**src/rtl/vga_timing_gen.sv**
```systemverilog
// VGA raster timing generator: pixel-rate divider, h/v counters and sync/blank decodes.
// Define VGA_TIMING_FRAME_CNT_EN to build the 16-bit completed-frame counter.
module vga_timing_gen #(
  parameter int H_ACTIVE = 640,
  parameter int H_FP     = 16,
  parameter int H_SYNC   = 96,
  parameter int H_BP     = 48,
  parameter int V_ACTIVE = 480,
  parameter int V_FP     = 10,
  parameter int V_SYNC   = 2,
  parameter int V_BP     = 33,
  parameter bit HS_POL   = 1'b0,
  parameter bit VS_POL   = 1'b0,
  parameter int CLK_DIV  = 2,
  parameter int CW       = 10
) (
  input  logic          clk,
  input  logic          clear,
  input  logic          enable,
  output logic          pix_en,
  output logic          hSync,
  output logic          vSync,
  output logic          bright,
  output logic [CW-1:0] hCount,
  output logic [CW-1:0] vCount,
  output logic          line_start,
  output logic          frame_start,
  output logic          vblank,
  output logic [15:0]   frame_count
);

  localparam int H_TOTAL = H_ACTIVE + H_FP + H_SYNC + H_BP;
  localparam int V_TOTAL = V_ACTIVE + V_FP + V_SYNC + V_BP;
  localparam int DW      = (CLK_DIV > 1) ? $clog2(CLK_DIV) : 1;

  localparam logic [DW-1:0] DIV_LAST = DW'(CLK_DIV - 1);
  localparam logic [CW-1:0] H_LAST   = CW'(H_TOTAL - 1);
  localparam logic [CW-1:0] V_LAST   = CW'(V_TOTAL - 1);
  localparam logic [CW-1:0] H_ACT    = CW'(H_ACTIVE);
  localparam logic [CW-1:0] V_ACT    = CW'(V_ACTIVE);
  localparam logic [CW-1:0] HS_FIRST = CW'(H_ACTIVE + H_FP);
  localparam logic [CW-1:0] HS_LAST  = CW'(H_ACTIVE + H_FP + H_SYNC - 1);
  localparam logic [CW-1:0] VS_FIRST = CW'(V_ACTIVE + V_FP);
  localparam logic [CW-1:0] VS_LAST  = CW'(V_ACTIVE + V_FP + V_SYNC - 1);

  logic [DW-1:0] div_q, div_d;
  logic [CW-1:0] hCount_q, hCount_d;
  logic [CW-1:0] vCount_q, vCount_d;
  logic          hWrap, vWrap;

  // Gating with clear keeps the tick quiet during reset even when CLK_DIV=1.
  assign pix_en = enable & clear & (div_q == DIV_LAST);
  assign hWrap  = pix_en & (hCount_q == H_LAST);
  assign vWrap  = hWrap & (vCount_q == V_LAST);

  always_comb begin
    div_d    = div_q;
    hCount_d = hCount_q;
    vCount_d = vCount_q;
    if (enable) begin
      div_d = (div_q == DIV_LAST) ? '0 : div_q + 1'b1;
    end
    if (pix_en) begin
      hCount_d = hWrap ? '0 : hCount_q + 1'b1;
    end
    if (hWrap) begin
      vCount_d = vWrap ? '0 : vCount_q + 1'b1;
    end
  end

  always_ff @(posedge clk or negedge clear) begin
    if (!clear) begin
      div_q    <= '0;
      hCount_q <= '0;
      vCount_q <= '0;
    end else begin
      div_q    <= div_d;
      hCount_q <= hCount_d;
      vCount_q <= vCount_d;
    end
  end

  assign hCount      = hCount_q;
  assign vCount      = vCount_q;
  assign hSync       = ((hCount_q >= HS_FIRST) && (hCount_q <= HS_LAST)) ? HS_POL : ~HS_POL;
  assign vSync       = ((vCount_q >= VS_FIRST) && (vCount_q <= VS_LAST)) ? VS_POL : ~VS_POL;
  assign bright      = enable & (hCount_q < H_ACT) & (vCount_q < V_ACT);
  assign vblank      = (vCount_q >= V_ACT);
  assign line_start  = pix_en & (hCount_q == '0);
  assign frame_start = line_start & (vCount_q == '0);

`ifdef VGA_TIMING_FRAME_CNT_EN
  logic [15:0] frame_q, frame_d;

  always_comb begin
    frame_d = frame_q;
    if (vWrap) begin
      frame_d = frame_q + 16'd1;
    end
  end

  always_ff @(posedge clk or negedge clear) begin
    if (!clear) begin
      frame_q <= '0;
    end else begin
      frame_q <= frame_d;
    end
  end

  assign frame_count = frame_q;
`else
  assign frame_count = 16'd0;
`endif

endmodule

```
**config.mk**
```make
export PLATFORM = sky130hd
export DESIGN_NAME = vga_timing_gen
export DESIGN_NICKNAME = d
export VERILOG_FILES = /design/src/rtl/vga_timing_gen.sv
export SDC_FILE = /design/constraint.sdc
export NUM_CORES = 1
export LEC_CHECK = 0
export BUFFER_PORTS_ARGS = -buffer_cell sky130_fd_sc_hd__buf_2
export CORE_MARGIN = 1
export CORE_UTILIZATION = 45
export CTS_BUF_LIST = sky130_fd_sc_hd__clkbuf_8
export DETAILED_ROUTE_END_ITERATION = 10
export GPL_ROUTABILITY_DRIVEN = 0
export PLACE_DENSITY = 0.82
export SYNTH_ARGS = -nofsm -noshare
export SYNTH_HDL_FRONTEND = slang
export SYNTH_SLANG_ARGS = --single-unit
```
**constraint.sdc**
```tcl
create_clock -name clk -period 1.4 [get_ports clk]
set_input_delay 0.21 -clock clk [delete_from_list [all_inputs] [get_ports clk]]
set_output_delay 0.21 -clock clk [all_outputs]
set_load 0.1 [all_outputs]
```
==> results of run 1 <==
## stage by stage
| stage | hold WS [ps] | std cells |
|---|---|---|
| 2_1_floorplan | -85.6 | 161 |
| 3_3_place_gp | 217 | 235 |
| 3_5_place_dp | 225 | 235 |
| 4_1_cts | 241 | 252 |
## cells by family after synthesis
logic type	after synthesis
adder cells (fa/ha/maj)	5
buffers and inverters	30
other	1
multiplexers	2
AO/OA/AOI/OAI	18
flip-flops	21
XOR/XNOR	10
AND/OR/NAND/NOR	59
## timing repair
action                                  4_1_cts
endpoints found under the setup margin       26
pin swaps                                    12
hold buffers                                  1
hold endpoints to repair                     21
gates resized for setup                      39
buffers inserted                             12
## synthesized netlist by cell type
cell type,instances
nor2b_1,1
ha_1,5
buf_4,17
conb_1,1
o2111ai_1,1
nand4_1,5
o31ai_1,1
and4_1,4
clkbuf_1,2
xnor2_1,4
and2_1,1
nand4_2,1
o31a_1,1
or4_1,1
a21oi_1,4
nor3_1,2
or3_1,1
buf_2,3
nor2_1,8
nor4_1,2
or4b_2,1
nand3_1,10
a31oi_1,2
nor4_2,1
o21ai_0,7
xor2_1,6
nor4b_4,1
nand2b_1,1
buf_6,1
and3_1,6
inv_1,7
dfrtp_1,21
mux2i_1,2
o21ai_1,2
nor3_2,1
nand2_1,12
==> metrics.md, run 1 <==
| Metric | Value |
|---|---|
| Run status | `aborted with a tool error` |
| Halt Stage | `global routing` |
| Err | `[ERROR DPL-0033] detailed placement checks failed during check placement.` |
| # rows | `19` |
| YS warnings | `0` |
| Seq/Total Area, Yosys | `0.391` |
| Adder-Cell Fraction of Synth Area | `0.0466` |
| Yosys reg bits | `21` |
| Initial antenna violation count | `0` |
| Clk sinks | `21` |
| Die height | `56.6 um` |
| Simple-gate share of the synthesized area | `0.263` |
| Area leader, netlist | `dfrtp_1` |
| H-tree levels | `1` |
| Unique masters post-synth | `36` |
| CTS Root Cell | `clkbuf_8` |
| Largest cells by area after synthesis | `dfrtp_1 39%, buf_4 9.5%, ha_1 4.7%` |
| DP Area | `0.00221 mm^2` |
| Mapped Area | `0.00134 mm^2` |
| Initial core utilization | `0.483` |
| Worst EP Category | `primary output` |
| Mapped Avg Cell Area | `9.20 um^2` |
| Largest family of logic cells by synthesized area | `simple AND/OR/NAND/NOR gates` |
| Post-synthesis compound-gate area fraction | `0.0764` |
| Num CTS Buffers | `3` |
| Post-Syn Instances | `146` |
| Ports | `46` |
| Post-synth top area share | `0.391` |
| Clk buf depth | `2` |
| Post-GRT worst EP | `frame_start` |
| Worst slack, placed | `-561 ps` |
| Hpwl dp | `2860 um` |
| IO Port Bufs | `29` |
| Die width | `56.6 um` |
| Largest net degree at the start of global routing | `22` |
| Post-synthesis mux area share | `0.0149` |
| Post-Synth XOR/XNOR Area | `0.0652` |
==> inputs of run 2 (changes only) <==
--- a/config.mk
+++ b/config.mk
@@ -7,11 +7,10 @@
 export LEC_CHECK = 0
 export BUFFER_PORTS_ARGS = -buffer_cell sky130_fd_sc_hd__buf_2
 export CORE_MARGIN = 1
-export CORE_UTILIZATION = 45
-export CTS_BUF_LIST = sky130_fd_sc_hd__clkbuf_8
+export CORE_UTILIZATION = 30
 export DETAILED_ROUTE_END_ITERATION = 10
 export GPL_ROUTABILITY_DRIVEN = 0
-export PLACE_DENSITY = 0.82
+export PLACE_DENSITY_LB_ADDON = 0.15
 export SYNTH_ARGS = -nofsm -noshare
 export SYNTH_HDL_FRONTEND = slang
 export SYNTH_SLANG_ARGS = --single-unit
==> constraint.sdc (replaced) <==
create_clock -name clk -period 1.8 [get_ports clk]
set_input_delay 0.27 -clock clk [delete_from_list [all_inputs] [get_ports clk]]
set_output_delay 0.27 -clock clk [all_outputs]
set_load 0.1 [all_outputs]
==> run 2 against run 1 <==
Against the previous run:
- the flow now finishes, with violations (setup timing)
- area after synthesis unchanged
- synthesized cell count did not move
==> metrics.md, run 2 <==
| Metric | Value |
|---|---|
| Run status | `complete, but fails checks` |
| Failing checks | `setup timing` |
| IO Port Bufs | `29` |
| Num CTS Buffers | `3` |
| Critical path endpoint category | `output port` |
| Layout cells sized above 1 | `0.474` |
| RR Startpoint | `hCount[7]$_DFFE_PN0P_` |
| TNS Setup | `-814 ps` |
| CP Max Fanout | `2` |
| Nature of the critical path startpoint | `register` |
| Core Region | `0.00414 mm^2` |
| YS warnings | `0` |
| Hold Startpoint | `enable` |
| Initial antenna violation count | `0` |
| DR pass1 iterations | `5` |
| Post-synth EDFFs | `0` |
| Main synth FF type | `dfrtp_1` |
| Drt first-iter violations | `55` |
| Clock slew at reported path FFs | `80 ps` |
| Worst Setup Path Type | `register to output port` |
| Worst skew pair latency | `260 ps` |
| Die Area | `0.00475 mm^2` |
| Largest cells by area after synthesis | `dfrtp_1 39%, buf_4 9.5%, ha_1 4.7%` |
| Power per standard cell area | `963 mW/mm^2` |
| Period utilization | `1.23` |
| CTS tree | `done` |
| Leak | `0.000916 uW` |
| WHS | `209 ps` |
| Ports | `46` |
| Fin crit period | `2220 ps` |
| Vias per inst | `4.90` |
| Fin Clk Skew | `3.25 ps` |
| Vias | `1177` |
| Hold path cells | `2` |
| WL per Instance | `13.8 um` |
| Commonest non-fill, non-tap cells in the layout | `22 x buf_2, 16 x conb_1, 14 x dfrtp_4` |
| Die height | `68.9 um` |
| Reg-to-reg setup timing slack | `60 ps` |
| Max Fclk | `450 MHz` |
| Post-DRT Antenna Nets | `0` |
| Mapped Area | `0.00134 mm^2` |
| Mapped Avg Cell Area | `9.20 um^2` |
| Most common cell after layout, fill and taps aside | `buf_2` |
| R2r worst-path depth | `6` |
| First-pass GRT wire length | `5420 um` |
| Post-synth top area share | `0.391` |
| Synth async-reset ratio | `1.00` |
| Yosys reg bits | `21` |
| Post-Syn Instances | `146` |
| GRT Resource Usage Total | `0.157` |
| # rows | `23` |
| Die width | `68.9 um` |
| H-tree levels | `1` |
| Top-count cell post-synth | `dfrtp_1` |
| Antenna diodes | `0` |
| Synth top cells by count | `21 x dfrtp_1, 17 x buf_4, 12 x nand2_1` |
| Area delta synth->final | `45.9%` |
| # setup viols final | `4` |
| Seq. cell area | `586 um^2` |
| Largest net degree at the start of global routing | `22` |
| Wirelength, routed | `3300 um` |
| Seq/Total Area, Yosys | `0.391` |
| Hpwl dp | `2480 um` |
| RSZ-0062 raised after global routing | `yes` |
| Initial core utilization | `0.324` |
| Clk sinks | `21` |
| Maximum vdd drop | `0.794 mV` |
| Arr. time, crit path | `1950 ps` |
| Max cap viols | `0` |
| Fin. Hold Viols | `0` |
| GRT Residual Overflow | `0` |
| Post-detailed-route DRC marker count | `0` |
| CP required | `1530 ps` |
| Worst hold-check path type | `input pin to register` |
| PnR worst setup slack | `-423 ps` |
| Multi-input logic area | `831 um^2` |
| Vias in the first global route | `1111` |
| Clk buf depth | `2` |
| Area leader, netlist | `dfrtp_1` |
| Fill count | `416` |
| # nets final | `199` |
| CTS Root Cell | `clkbuf_8` |
| WHS Endpoint | `div_q$_DFFE_PN0P_` |
| Final Slew Violations | `0` |
| Unique masters post-synth | `36` |
| FF-to-FF End | `vCount[7]$_DFFE_PN0N_` |
## run 2: layout make-up
| type | count | share of cell area |
|---|---|---|
| clock buffer | 4 | 0.0230 |
| sequential | 21 | 0.299 |
| multi-input combinational | 110 | 0.424 |
| inverter | 7 | 0.0134 |
| tap | 50 | 0.0319 |
| timing repair buffer | 48 | 0.208 |
## run 2: power breakdown
| group | total (uW) | switching, uW | internal (uW) | leakage (uW) |
|---|---|---|---|---|
| clock | 320 | 162 | 158 | 0.0000228 |
| sequential | 622 | 61.0 | 561 | 0.000236 |
| combinational | 945 | 739 | 206 | 0.000658 |
| total | 1890 | 961 | 925 | 0.000916 |
## run 2: how the worst max path moves through the flow
stage,start,end,slack [ps],cells after the start
CTS,hCount[8]$_DFFE_PN0P_,frame_start,-460,4
global placement,hCount[8]$_DFFE_PN0P_,frame_start,-260,4
floorplan,hCount[4]$_DFFE_PN0P_,frame_start,-1450,4
detailed placement,hCount[8]$_DFFE_PN0P_,frame_start,-290,4
finish,hCount[8]$_DFFE_PN0P_,frame_start,-420,4
global route,hCount[8]$_DFFE_PN0P_,frame_start,-480,4
## run 2: logic make-up after synthesis
logic type	after synthesis	synth area share
fa+ha+maj	5	0.0466
other cells	1	0.00279
flops	21	0.391
mux	2	0.0149
buf+inv	30	0.140
xor+xnor	10	0.0652
compound gates	18	0.0764
simple gates	59	0.263
## run 2: stage by stage
step | area [um^2] | setup WS (ps) | total power [uW] | std cells | util
CTS | 1890 | -458 | 1900 | 237 | 0.457
global route | 1960 | -476 | 1980 | 240 | 0.473
finish | 1960 | -423 | 1890 | 240 | 0.473
global placement | 1810 | -263 | 1560 | 232 | 0.436
floorplan | 1580 | -1450 | 1410 | 161 | -
detailed placement | 1810 | -285 | 1570 | 232 | 0.436
## run 2: what timing repair did
action	4_1_cts	5_1_grt
hold endpoints to repair	21	0
buffers inserted	0	4
pin swaps	5	8
hold buffers	1	0
gates resized for setup	8	11
setup endpoints to repair	8	14
## run 2: routing by layer
layer,vias to the layer above,wire [um],track usage
li1,569,-,-
met1,565,1510,0.206
met2,39,1590,0.250
met3,4,157,0.0214
met4,0,50,0.0765
met5,-,0,0
## run 2: worst max-delay path, cell delays in order, from the launching register on
cell and delay [ps]:
dfrtp_4 470, or4_4 550, nor4_4 210, and4_4 280, buf_12 170
Power figures use the tool's default switching activity.
==> inputs of run 3 (changes only) <==
--- a/config.mk
+++ b/config.mk
@@ -6,11 +6,12 @@
 export NUM_CORES = 1
 export LEC_CHECK = 0
 export BUFFER_PORTS_ARGS = -buffer_cell sky130_fd_sc_hd__buf_2
-export CORE_MARGIN = 1
-export CORE_UTILIZATION = 30
+export CORE_AREA = 2 2 63 65
 export DETAILED_ROUTE_END_ITERATION = 10
+export DIE_AREA = 0 0 65 67
 export GPL_ROUTABILITY_DRIVEN = 0
 export PLACE_DENSITY_LB_ADDON = 0.15
 export SYNTH_ARGS = -nofsm -noshare
 export SYNTH_HDL_FRONTEND = slang
 export SYNTH_SLANG_ARGS = --single-unit
+export TNS_END_PERCENT = 10
==> run 3 against run 2 <==
Against the previous run:
- the flow still finishes with violations (setup timing)
- clock skew decreased by 1.9 ps
- routed wire length shrank 8.5%
- sequential cell count unchanged
- sequential power decreased by 4.2%
- cell area shrank 8.2%
- setup slack lost 31 ps
- clock-buffer cell count decreased by 1
- clock power about the same
- final cell count is 2.1% lower
- core utilization increased by 2.6 points
- critical endpoint unchanged
==> metrics.md, run 3 (synthesis gave the netlist of run 2 again) <==
| Metric | Value |
|---|---|
| Run status | `complete, but fails checks` |
| Failing checks | `setup timing` |
| Finished Cell Area | `0.00180 mm^2` |
| DP Area | `0.00172 mm^2` |
| Commonest non-fill, non-tap cells in the layout | `22 x buf_2, 16 x conb_1, 15 x buf_4` |
| Fill count | `338` |
| H-tree levels | `1` |
| Final Slew Violations | `0` |
| Leak | `0.000885 uW` |
| Nature of the critical path startpoint | `register` |
| First-pass GRT wire length | `5000 um` |
| Max Fclk | `444 MHz` |
| Wirelength, routed | `3020 um` |
| Fin crit period | `2250 ps` |
| Clk sinks | `21` |
| IO Port Bufs | `29` |
| Initial core utilization | `0.372` |
| Vias in the first global route | `1083` |
| Period utilization | `1.25` |
| Vias | `1153` |
| # nets final | `196` |
| Largest net degree at the start of global routing | `22` |
| Clock slew at reported path FFs | `80 ps` |
| Die width | `65 um` |
| Routing usage on met2 | `0.256` |
| CP required | `1530 ps` |
| Worst skew pair latency | `270 ps` |
| Drt first-iter violations | `65` |
| Vias per inst | `4.91` |
| GRT Residual Overflow | `0` |
| Fin. Hold Viols | `0` |
| Worst Setup Path Type | `register to output port` |
| Num CTS Buffers | `3` |
| Fin Clk Skew | `1.33 ps` |
| Most common cell after layout, fill and taps aside | `buf_2` |
| # rows | `22` |
| Die height | `67 um` |
| CP Max Fanout | `2` |
| Critical path endpoint category | `output port` |
| CTS Root Cell | `clkbuf_8` |
| Initial antenna violation count | `0` |
| DR pass1 iterations | `4` |
| GRT Resource Usage Total | `0.151` |
| Ports | `46` |
| Area delta synth->final | `33.9%` |
| Final Util | `0.499` |
| Layout cells sized above 1 | `0.374` |
| Die Area | `0.00436 mm^2` |
| Met3 usage | `0.0220` |
| CTS tree | `done` |
| RSZ-0062 raised after global routing | `yes` |
| Gr busiest metal | `met2` |
| Power per standard cell area | `1020 mW/mm^2` |
| Max cap viols | `0` |
| # setup viols final | `3` |
| Post-detailed-route DRC marker count | `0` |
| Worst hold-check path type | `input pin to register` |
| WL per Instance | `12.8 um` |
| PnR worst setup slack | `-454 ps` |
| Hpwl dp | `2260 um` |
| Arr. time, crit path | `1980 ps` |
| Post-DRT Antenna Nets | `0` |
| WHS | `210 ps` |
| Met1 Resource Use GR | `0.181` |
| Maximum vdd drop | `0.934 mV` |
| Antenna diodes | `0` |
| Core Region | `0.00361 mm^2` |
| Clk buf depth | `2` |
run 3: cell types whose count changed in the layout (fill, tap and decap cells not counted), moves of 2 or more:
cell	previous run	this run
buf_6	4	1
nor4_1	0	2
dfrtp_1	1	11
dfrtp_4	14	6
buf_4	13	15
dfrtp_2	6	4
run 3: metal layers:
| layer | vias up | part of all wire | wire length, um |
|---|---|---|---|
| met1 | 544 | 0.43 | 1310 |
| li1 | 558 | - | - |
| met4 | 0 | 0.034 | 103 |
| met5 | - | 0 | 0 |
| met3 | 8 | 0.041 | 124 |
| met2 | 43 | 0.49 | 1490 |
run 3: final cells by class:
class	instances	area (um^2)	share of cell area
flip-flops and latches	21	553	0.308
repair buffers	45	364	0.203
multi-input cells	110	748	0.416
well taps	48	60.1	0.0334
clock buffers	3	41.3	0.0230
clock inverters	1	5.00	0.00278
inverters	7	26.3	0.0146
run 3: per-stage QoR:
step | setup slack (ps) | instances | TNS [ps] | power (uW)
6_report | -454 | 235 | -1090 | 1830
5_1_grt | -480 | 235 | -1230 | 1920
4_1_cts | -450 | 235 | -1080 | 1840
3_5_place_dp | -271 | 230 | -506 | 1510
3_3_place_gp | -266 | 230 | -477 | 1500
2_1_floorplan | -1450 | 161 | -9400 | 1370
run 3: critical path: stages, from the launching register on:
cell and delay [ps]:
dfrtp_4 480, or4_4 560, nor4_4 230, and4_4 290, buf_12 170
run 3: final timing paths:
check | depth (start not counted) | end | from | slack, ps
setup / recovery | 4 | frame_start | hCount[4]$_DFFE_PN0P_ | -450
hold / removal | 2 | div_q$_DFFE_PN0P_ | enable | 210
setup reg to reg | 6 | vCount[4]$_DFFE_PN0N_ | hCount[7]$_DFFE_PN0P_ | 60
hold reg to reg | 1 | div_q$_DFFE_PN0P_ | div_q$_DFFE_PN0P_ | 470
max in group asynchronous | 3 | vCount[7]$_DFFE_PN0N_ | clear | 1030
min in group asynchronous | 3 | hCount[5]$_DFFE_PN0P_ | clear | 530
run 3: where the power goes:
group          switching (uW)  internal (uW)
sequential               60.3            536
combinational             726            186
clock                     165            155
total                     952            877
run 3: repair_timing:
| action | CTS | global route |
|---|---|---|
| pin swaps | 3 | 2 |
| endpoints found under the setup margin | 4 | 8 |
| resized for setup | 3 | 4 |
| hold endpoints to repair | 21 | 0 |
| setup buffers | 0 | 0 |
| hold buffers | 1 | 0 |
==> inputs of run 4 (changes only) <==
==> constraint.sdc (replaced) <==
create_clock -name clk -period 2.2 [get_ports clk]
set_input_delay 0.33 -clock clk [delete_from_list [all_inputs] [get_ports clk]]
set_output_delay 0.33 -clock clk [all_outputs]
set_load 0.1 [all_outputs]
==> run 4 against run 3 <==
Against the previous run:
- the run still ends with setup timing left
- via count fell by 1.8%
- sequential power decreased by 16%
- power shrank 20%
- core utilization decreased by 4.2 points
- register-to-register slack gained 280 ps
- routed wire length fell by 2.2%
- sequential share of layout area grew 1.9 points
- critical path type unchanged
- critical endpoint unchanged
==> metrics.md, run 4 (synthesis gave the netlist of run 2 again) <==
| Metric | Value |
|---|---|
| Run status | `complete, but fails checks` |
| Failing checks | `setup timing` |
| Multi-input logic area | `703 um^2` |
| CTS tree | `done` |
| Reg-to-reg setup timing slack | `340 ps` |
| Core Region | `0.00361 mm^2` |
| Final Util | `0.456` |
| PnR worst setup slack | `-112 ps` |
| H-tree levels | `1` |
| Initial antenna violation count | `0` |
| Final Slew Violations | `0` |
| Max Fclk | `432 MHz` |
| Max cap viols | `0` |
| CP required | `1870 ps` |
| Worst hold-check path type | `input pin to asynchronous set/reset pin` |
| # rows | `22` |
| Worst Setup Path Type | `register to output port` |
| WL per Instance | `12.9 um` |
| Clk buf depth | `2` |
| RSZ-0062 raised after global routing | `yes` |
| # setup viols final | `2` |
| Vias | `1132` |
| R2r worst-path depth | `5` |
| Worst skew pair latency | `260 ps` |
| Fin. Hold Viols | `0` |
| Fin Clk Skew | `2.76 ps` |
| Die Area | `0.00436 mm^2` |
| Arr. time, crit path | `1980 ps` |
| Worst slack, placed | `74.2 ps` |
| First-pass GRT wire length | `5000 um` |
| Vias per inst | `4.94` |
| # nets final | `190` |
| CP Max Fanout | `2` |
| DR pass1 iterations | `4` |
| Maximum vdd drop | `0.809 mV` |
| Vias in the first global route | `1044` |
| GRT Resource Usage Total | `0.148` |
| Power Total | `1460 uW` |
| Most common cell after layout, fill and taps aside | `buf_2` |
| GRT Residual Overflow | `0` |
| Nature of the critical path startpoint | `register` |
| Hpwl dp | `2260 um` |
| Largest net degree at the start of global routing | `22` |
| Post-DRT Antenna Nets | `0` |
| Ports | `46` |
| Setup crit start | `hCount[4]$_DFFE_PN0P_` |
| Initial core utilization | `0.372` |
| Critical path endpoint category | `output port` |
| Leak | `0.000818 uW` |
| Num CTS Buffers | `3` |
| Antenna diodes | `0` |
| Clock slew at reported path FFs | `80 ps` |
| Crit path capture | `frame_start` |
| Post-detailed-route DRC marker count | `0` |
| Area delta synth->final | `22.6%` |
| Fin crit period | `2310 ps` |
| Fill count | `369` |
| Die width | `65 um` |
| Commonest non-fill, non-tap cells in the layout | `25 x buf_2, 17 x dfrtp_1, 16 x conb_1` |
| CTS Root Cell | `clkbuf_8` |
| Period utilization | `1.05` |
| WHS | `45.3 ps` |
| Power per standard cell area | `885 mW/mm^2` |
| Drt first-iter violations | `58` |
| Layout cells sized above 1 | `0.304` |
| Setup bufs post-CTS | `0` |
| FF-to-FF End | `vCount[3]$_DFFE_PN0N_` |
| Wirelength, routed | `2950 um` |
| Post-CTS Hold Buffers | `0` |
| IO Port Bufs | `29` |
| Clk sinks | `21` |
| Seq. cell area | `538 um^2` |
| RR Startpoint | `hCount[7]$_DFFE_PN0P_` |
| Die height | `67 um` |
## run 4: worst min-delay path by stage
stage          start               endpoint  slack (ps)  cells after the start
6_report       clear  hCount[7]$_DFFE_PN0P_          50                      2
3_5_place_dp   clear  hCount[7]$_DFFE_PN0P_         340                      2
2_1_floorplan  clear      div_q$_DFFE_PN0P_          30                      0
3_3_place_gp   clear  hCount[7]$_DFFE_PN0P_         340                      2
5_1_grt        clear  hCount[5]$_DFFE_PN0P_          70                      2
4_1_cts        clear  hCount[5]$_DFFE_PN0P_          60                      2
## run 4: per-layer routing
layer,vias up,GRT usage,share of wire
met5,-,0,0
met4,0,0.0718,0.027
met3,6,0.0152,0.041
met2,38,0.240,0.47
met1,540,0.197,0.47
li1,548,-,-
## run 4: worst max-delay path, stage by stage (launching register included)
cell and delay (ps):
dfrtp_4 470, or4_4 550, nor4_4 240, and4_4 290, buf_12 170
## run 4: stage by stage
step / setup TNS (ps) / cell area (um^2) / std cells
after floorplan: -4300 / 1440 / 161
after global placement: 0 / 1590 / 225
after detailed placement: 0 / 1590 / 225
after global routing: -189 / 1650 / 229
after CTS: -95.6 / 1640 / 229
final: -114 / 1650 / 229
## run 4: timing repair
item	4_1_cts	5_1_grt
endpoints found under the hold margin	0	0
gates resized for setup	1	1
setup endpoints to repair	3	3
pin swaps	3	0
## run 4: layout make-up
type | instances | area share
clock inverter | 1 | 0.00304
multi-input combinational | 110 | 0.427
tap | 48 | 0.0365
timing repair buffer | 39 | 0.165
clock buffer | 3 | 0.0251
sequential | 21 | 0.327
inverter | 7 | 0.0160
## run 4: report_power, final
part / switching, uW / internal [uW]
Sequential: 59.0 / 439
Combinational: 575 / 128
Clock: 130 / 126
Total: 764 / 692
